--- src/rtl/fifo66_pkg.sv ---
// Shared definitions for the 66-bit FIFO drain: length codes, FSM encoding,
// and the beat-formatting helpers used to load the output registers.
package fifo66_pkg;

    localparam int unsigned ENTRY_W = 66;
    localparam int unsigned BEAT_W  = 32;
    localparam int unsigned CNT_W   = 16;

    typedef enum logic [1:0] {
        LEN16 = 2'b00,
        LEN32 = 2'b01,
        LEN48 = 2'b10,
        LEN64 = 2'b11
    } len_code_e;

    typedef enum logic [1:0] {
        IDLE  = 2'b00,
        BEAT0 = 2'b01,
        BEAT1 = 2'b10
    } state_e;

    typedef struct packed {
        logic [BEAT_W-1:0] data;
        logic              last;
        logic              half;
    } beat_t;

    // First beat carries payload[31:0]; short codes finish here.
    function automatic beat_t beat0_of(input logic [ENTRY_W-1:0] entry);
        beat_t b;
        case (len_code_e'(entry[65:64]))
            LEN16: begin
                b.data = {16'h0000, entry[15:0]};
                b.last = 1'b1;
                b.half = 1'b1;
            end
            LEN32: begin
                b.data = entry[31:0];
                b.last = 1'b1;
                b.half = 1'b0;
            end
            LEN48, LEN64: begin
                b.data = entry[31:0];
                b.last = 1'b0;
                b.half = 1'b0;
            end
            default: begin
                b.data = 32'h0000_0000;
                b.last = 1'b1;
                b.half = 1'b0;
            end
        endcase
        return b;
    endfunction

    // Second beat carries payload[63:32]; only reached for the 1x codes.
    function automatic beat_t beat1_of(input logic [ENTRY_W-1:0] entry);
        beat_t b;
        case (len_code_e'(entry[65:64]))
            LEN48: begin
                b.data = {16'h0000, entry[47:32]};
                b.half = 1'b1;
            end
            LEN64: begin
                b.data = entry[63:32];
                b.half = 1'b0;
            end
            default: begin
                b.data = 32'h0000_0000;
                b.half = 1'b0;
            end
        endcase
        b.last = 1'b1;
        return b;
    endfunction

endpackage

--- src/rtl/fifo66_drain.sv ---
// Pops 66-bit length-coded entries from a FIFO read port and emits them as
// one or two 32-bit valid/ready beats, counting fully emitted entries.
module fifo66_drain
    import fifo66_pkg::*;
#(
    parameter int IN_W  = 66,
    parameter int OUT_W = 32
) (
    input  logic             clk,
    input  logic             rst_n,
    input  logic             enable_i,
    input  logic [IN_W-1:0]  fifo_data_i,
    input  logic             fifo_empty_i,
    output logic             fifo_rd_o,
    output logic [OUT_W-1:0] out_data_o,
    output logic             out_valid_o,
    input  logic             out_ready_i,
    output logic             out_last_o,
    output logic             out_half_o,
    output logic             busy_o,
    output logic [15:0]      word_cnt_o
);

    state_e            state_q, state_d;
    logic [IN_W-1:0]   hold_q, hold_d;
    beat_t             beat_q, beat_d;
    logic [CNT_W-1:0]  cnt_q, cnt_d;

    logic accept_s;
    logic last_accept_s;
    logic fifo_rd_s;

    // Handshake terms; rst_n gates the pop so nothing is lost while in reset.
    always_comb begin
        accept_s      = (state_q != IDLE) & out_ready_i;
        last_accept_s = accept_s & beat_q.last;
        fifo_rd_s     = rst_n & enable_i & ~fifo_empty_i &
                        ((state_q == IDLE) | last_accept_s);
    end

    // Next-state, holding-register and output-register selection.
    always_comb begin
        state_d = state_q;
        hold_d  = hold_q;
        beat_d  = beat_q;
        cnt_d   = cnt_q;

        case (state_q)
            IDLE: begin
                if (fifo_rd_s) begin
                    state_d = BEAT0;
                    hold_d  = fifo_data_i;
                    beat_d  = beat0_of(fifo_data_i);
                end else begin
                    state_d = IDLE;
                end
            end
            BEAT0, BEAT1: begin
                if (accept_s) begin
                    if (beat_q.last) begin
                        if (fifo_rd_s) begin
                            state_d = BEAT0;
                            hold_d  = fifo_data_i;
                            beat_d  = beat0_of(fifo_data_i);
                        end else begin
                            state_d = IDLE;
                            beat_d  = '0;
                        end
                    end else begin
                        state_d = BEAT1;
                        beat_d  = beat1_of(hold_q);
                    end
                end else begin
                    state_d = state_q;
                end
            end
            default: begin
                state_d = IDLE;
                beat_d  = '0;
            end
        endcase

        if (last_accept_s) begin
            cnt_d = cnt_q + 16'd1;
        end else begin
            cnt_d = cnt_q;
        end
    end

    // State, holding entry, beat outputs and entry counter registers.
    always_ff @(posedge clk or negedge rst_n) begin
        if (!rst_n) begin
            state_q <= IDLE;
            hold_q  <= '0;
            beat_q  <= '0;
            cnt_q   <= 16'd0;
        end else begin
            state_q <= state_d;
            hold_q  <= hold_d;
            beat_q  <= beat_d;
            cnt_q   <= cnt_d;
        end
    end

    assign fifo_rd_o   = fifo_rd_s;
    assign out_data_o  = beat_q.data;
    assign out_last_o  = beat_q.last;
    assign out_half_o  = beat_q.half;
    assign out_valid_o = (state_q != IDLE);
    assign busy_o      = (state_q != IDLE);
    assign word_cnt_o  = cnt_q;

endmodule

--- config.mk ---
export PLATFORM = sky130hd
export DESIGN_NAME = fifo66_drain
export DESIGN_NICKNAME = d
export VERILOG_FILES = /design/src/rtl/fifo66_pkg.sv /design/src/rtl/fifo66_drain.sv
export SDC_FILE = /design/constraint.sdc
export NUM_CORES = 1
export LEC_CHECK = 0
export ABC_AREA = 0
export BUFFER_PORTS_ARGS = -buffer_cell sky130_fd_sc_hd__buf_2
export CORE_MARGIN = 2
export CORE_UTILIZATION = 52
export CTS_BUF_LIST = sky130_fd_sc_hd__clkbuf_2
export DETAILED_ROUTE_END_ITERATION = 10
export PLACE_DENSITY = 0.82
export REMOVE_ABC_BUFFERS = 1
export SKIP_CTS_REPAIR_TIMING = 1
export SLEW_MARGIN = 20
export SYNTH_ARGS = -nofsm -noshare
export SYNTH_HDL_FRONTEND = slang
export SYNTH_SLANG_ARGS = --single-unit
--- constraint.sdc ---
create_clock -name clk -period 2.7 [get_ports clk]
set_clock_uncertainty 0.15 [all_clocks]
set_input_delay 0.54 -clock clk [delete_from_list [all_inputs] [get_ports clk]]
set_output_delay 0.54 -clock clk [all_outputs]
set_load 0.01 [all_outputs]
==> impl_metrics.env <==
export IMPL_syn_area_per_cell_um2=12.8
export IMPL_yosys_area_share_xor_xnor=0.0352
export IMPL_rsz0062_at_grt="no"
export IMPL_cts_tree="yes"
export IMPL_async_flop_share=1.00
export IMPL_fillers=533
export IMPL_synth_top_area_frac=0.577
export IMPL_postRouteAntennaNets=0
export IMPL_cp_arrival_ps=2740
export IMPL_diodes=0
export IMPL_place_area_um2=4430
export IMPL_clock_path_buffers=2
export IMPL_yosysWarnings=0
export IMPL_grt_use_total=0.216
export IMPL_synth_top_family_by_area="compound AO/OA/AOI/OAI gates"
export IMPL_port_buffer_count=123
export IMPL_setup_viol=0
export IMPL_status="complete, no violations"
export IMPL_critPathLaunchType="flop"
export IMPL_cp_end_kind="flop"
export IMPL_critPathKind="flop to flop"
export IMPL_timing_critical_path_required_ps=2980
export IMPL_synth_distinct_cells=43
export IMPL_total_power_uw=3010
export IMPL_root_buffer="clkbuf_2"
export IMPL_fp_row_count=30
export IMPL_ys_flop_type="dfrtp_1"
export IMPL_ys_ff_latch=86
export IMPL_fin_crit_sh=0.910
export IMPL_synth_edf_count=0
export IMPL_die_h_um=88.7
export IMPL_start_util=0.543
export IMPL_io_pins=124
export IMPL_area_growth_pct=22.2
export IMPL_synth_adder_area_share=0.0101
export IMPL_ys_top_cells_by_area="dfrtp_1 58%, mux2_2 10%, a221o_2 3.3%"
export IMPL_hold_path_class="primary input to flop"
export IMPL_grt_overflow=0
export IMPL_syn_cell_area_um2=3730
export IMPL_slew_headroom=0.411
export IMPL_path_clk_slew_ps=270
export IMPL_gp_congestion=0.776
export IMPL_via_count=2802
export IMPL_first_pass_iters=4
export IMPL_finalHoldViolCount=0
export IMPL_synth_compound_area_share=0.126
export IMPL_max_stage_delay_ps=770
export IMPL_die_x_um=88.7
export IMPL_vdd_drop_max_v=0.000350
export IMPL_wl_per_cell_um=16.1
export IMPL_antenna_found_initial=0
export IMPL_wl_mm=8.38
export IMPL_final_max_slew_viol_count=0
export IMPL_powerDensity_nw_per_um2=661
export IMPL_setup_tns_ps=0
export IMPL_coreArea_um2=6870
export IMPL_dp_hpwl_mm=5.92
export IMPL_synth_top_area_cell="dfrtp_1"
export IMPL_synth_seq_area_share=0.577
export IMPL_synthCells=292
export IMPL_nets=493
export IMPL_crit_slowest_cell="nor4_4"
export IMPL_drc=0
export IMPL_numCtsBuffers=9
export IMPL_dieArea_um2=7870
export IMPL_synthMuxAreaShare=0.106
export IMPL_final_area_um2=4560
export IMPL_final_util=0.664
export IMPL_synthSimpleGateAreaFrac=0.117
export IMPL_vias_per_cell=5.39
export IMPL_drive_above_1_share=0.469
export IMPL_grt_max_degree=50
export IMPL_max_freq_ghz=0.407
export IMPL_maxCapViolations=0
export IMPL_tightest_slew_ps=877
export IMPL_critPathMaxFanout=16
export IMPL_grt_pass1_vias=2782
export IMPL_clk_latency_ps=490
export IMPL_finalCriticalPeriod_ps=2460
export IMPL_p_leak_uw=0.00232
export IMPL_numClockSinks=86
export IMPL_h_tree_depth=3
export IMPL_drtIter0Drc=106
export IMPL_critical_path_cell_chain="inv_1 -> ha_1 -> nand2b_4 -> a21o_4 -> nor4_4 -> a221o_2"
export IMPL_grt_pass1_wl_mm=13.1
-- logic make-up after synthesis --
family,after synthesis
flip-flops,86
AND/OR/NAND/NOR,73
AO/OA/AOI/OAI,61
multiplexers,35
buffers and inverters,19
XOR/XNOR,15
adder cells (fa/ha/maj),3
-- placed cells by master (no fill, tap or decap), types with 2 or more instances in the layout --
cell	synthesis	layout
buf_4	1	8
and2_0	9	9
a21oi_1	3	3
nand2_1	23	23
dfrtp_1	86	86
clkbuf_2	0	9
xor2_1	6	6
xnor2_1	9	9
nor2b_1	2	2
nand4b_1	2	2
ha_1	3	3
o21ai_0	19	19
clkinvlp_4	0	2
nor2_1	5	5
and3_1	2	2
inv_1	4	4
nor4_1	2	2
buf_2	5	122
inv_6	0	2
and2_1	7	7
nand3_1	9	9
a221o_2	11	11
nand4_1	2	2
a22oi_1	16	16
a221o_1	6	6
mux2_2	34	34
-- layout make-up --
cell class                      instances  area, um^2  area share
Multi-Input combinational cell        187        1470       0.322
Clock buffer                            9        45.0     0.00988
Inverter                                4        15.0     0.00329
Sequential cell                        86        2150       0.472
Clock inverter                          7        78.8      0.0173
Timing Repair Buffer                  131         681       0.149
Tap cell                               96         120      0.0263
-- path summary, 6_finish.rpt --
check	slack, ps	startpoint	endpoint	cells past startpoint
worst max-delay path	240	state_q[1]$_DFFE_PN0P_	out_data_o[31]$_DFFE_PN0P_	6
worst min-delay path	80	fifo_data_i[43]	hold_q[43]$_DFFE_PN0P_	2
worst max register to register	240	state_q[1]$_DFFE_PN0P_	out_data_o[31]$_DFFE_PN0P_	6
worst min register to register	360	out_half_o$_DFFE_PN0P_	out_half_o$_DFFE_PN0P_	2
max in group asynchronous	890	rst_n	out_half_o$_DFFE_PN0P_	4
min in group asynchronous	490	rst_n	word_cnt_o[8]$_DFFE_PN0P_	3
-- power breakdown --
part | switching (uW) | leakage (uW) | internal [uW]
sequential | 160 | 0.00109 | 1530
clock | 462 | 0.0000708 | 225
combinational | 305 | 0.00116 | 329
total | 926 | 0.00232 | 2090
-- per-stage QoR --
step | std cells | worst slack, ps | hold slack, ps
after floorplan | 277 | 129 | 94.4
after global placement | 503 | 341 | 310
after detailed placement | 503 | 266 | 319
after CTS | 519 | 187 | -105
after global routing | 520 | 54.7 | 22.7
final | 520 | 242 | 83.1
-- layer usage --
layer / track usage / vias up / part of all wire
met3: 0.0476 / 2 / 0.059
met2: 0.364 / 82 / 0.50
li1: - / 1312 / -
met1: 0.282 / 1406 / 0.44
met5: 0 / - / 0
met4: 0.0606 / 0 / 0.0023
-- registers in the layout, summed over array words and instances (netlist names) --
register / flops
hold_q: 34
out_half_o: 1
state_q: 2
out_last_o: 1
out_data_o: 32
word_cnt_o: 16
-- critical path, delay by kind of cell, from the launching register on --
kind	cells	cell delay, ps
adder cells (fa/ha/maj)	1	250
buffers and inverters	1	50
AND/OR/NAND/NOR	2	970
AO/OA/AOI/OAI	2	550
flip-flops	1	430
-- synthesized netlist by cell type (3+ instances only) --
master / instances
buf_6: 4
mux2_2: 34
xnor2_1: 9
nand3_1: 9
buf_2: 5
nor2_1: 5
a21oi_1: 3
a22oi_1: 16
xor2_1: 6
inv_1: 4
and2_1: 7
nand2_1: 23
and2_0: 9
a221o_1: 6
clkbuf_1: 4
a221o_2: 11
o21ai_0: 19
ha_1: 3
dfrtp_1: 86
Note: power is estimated with default switching activity, not from simulation.
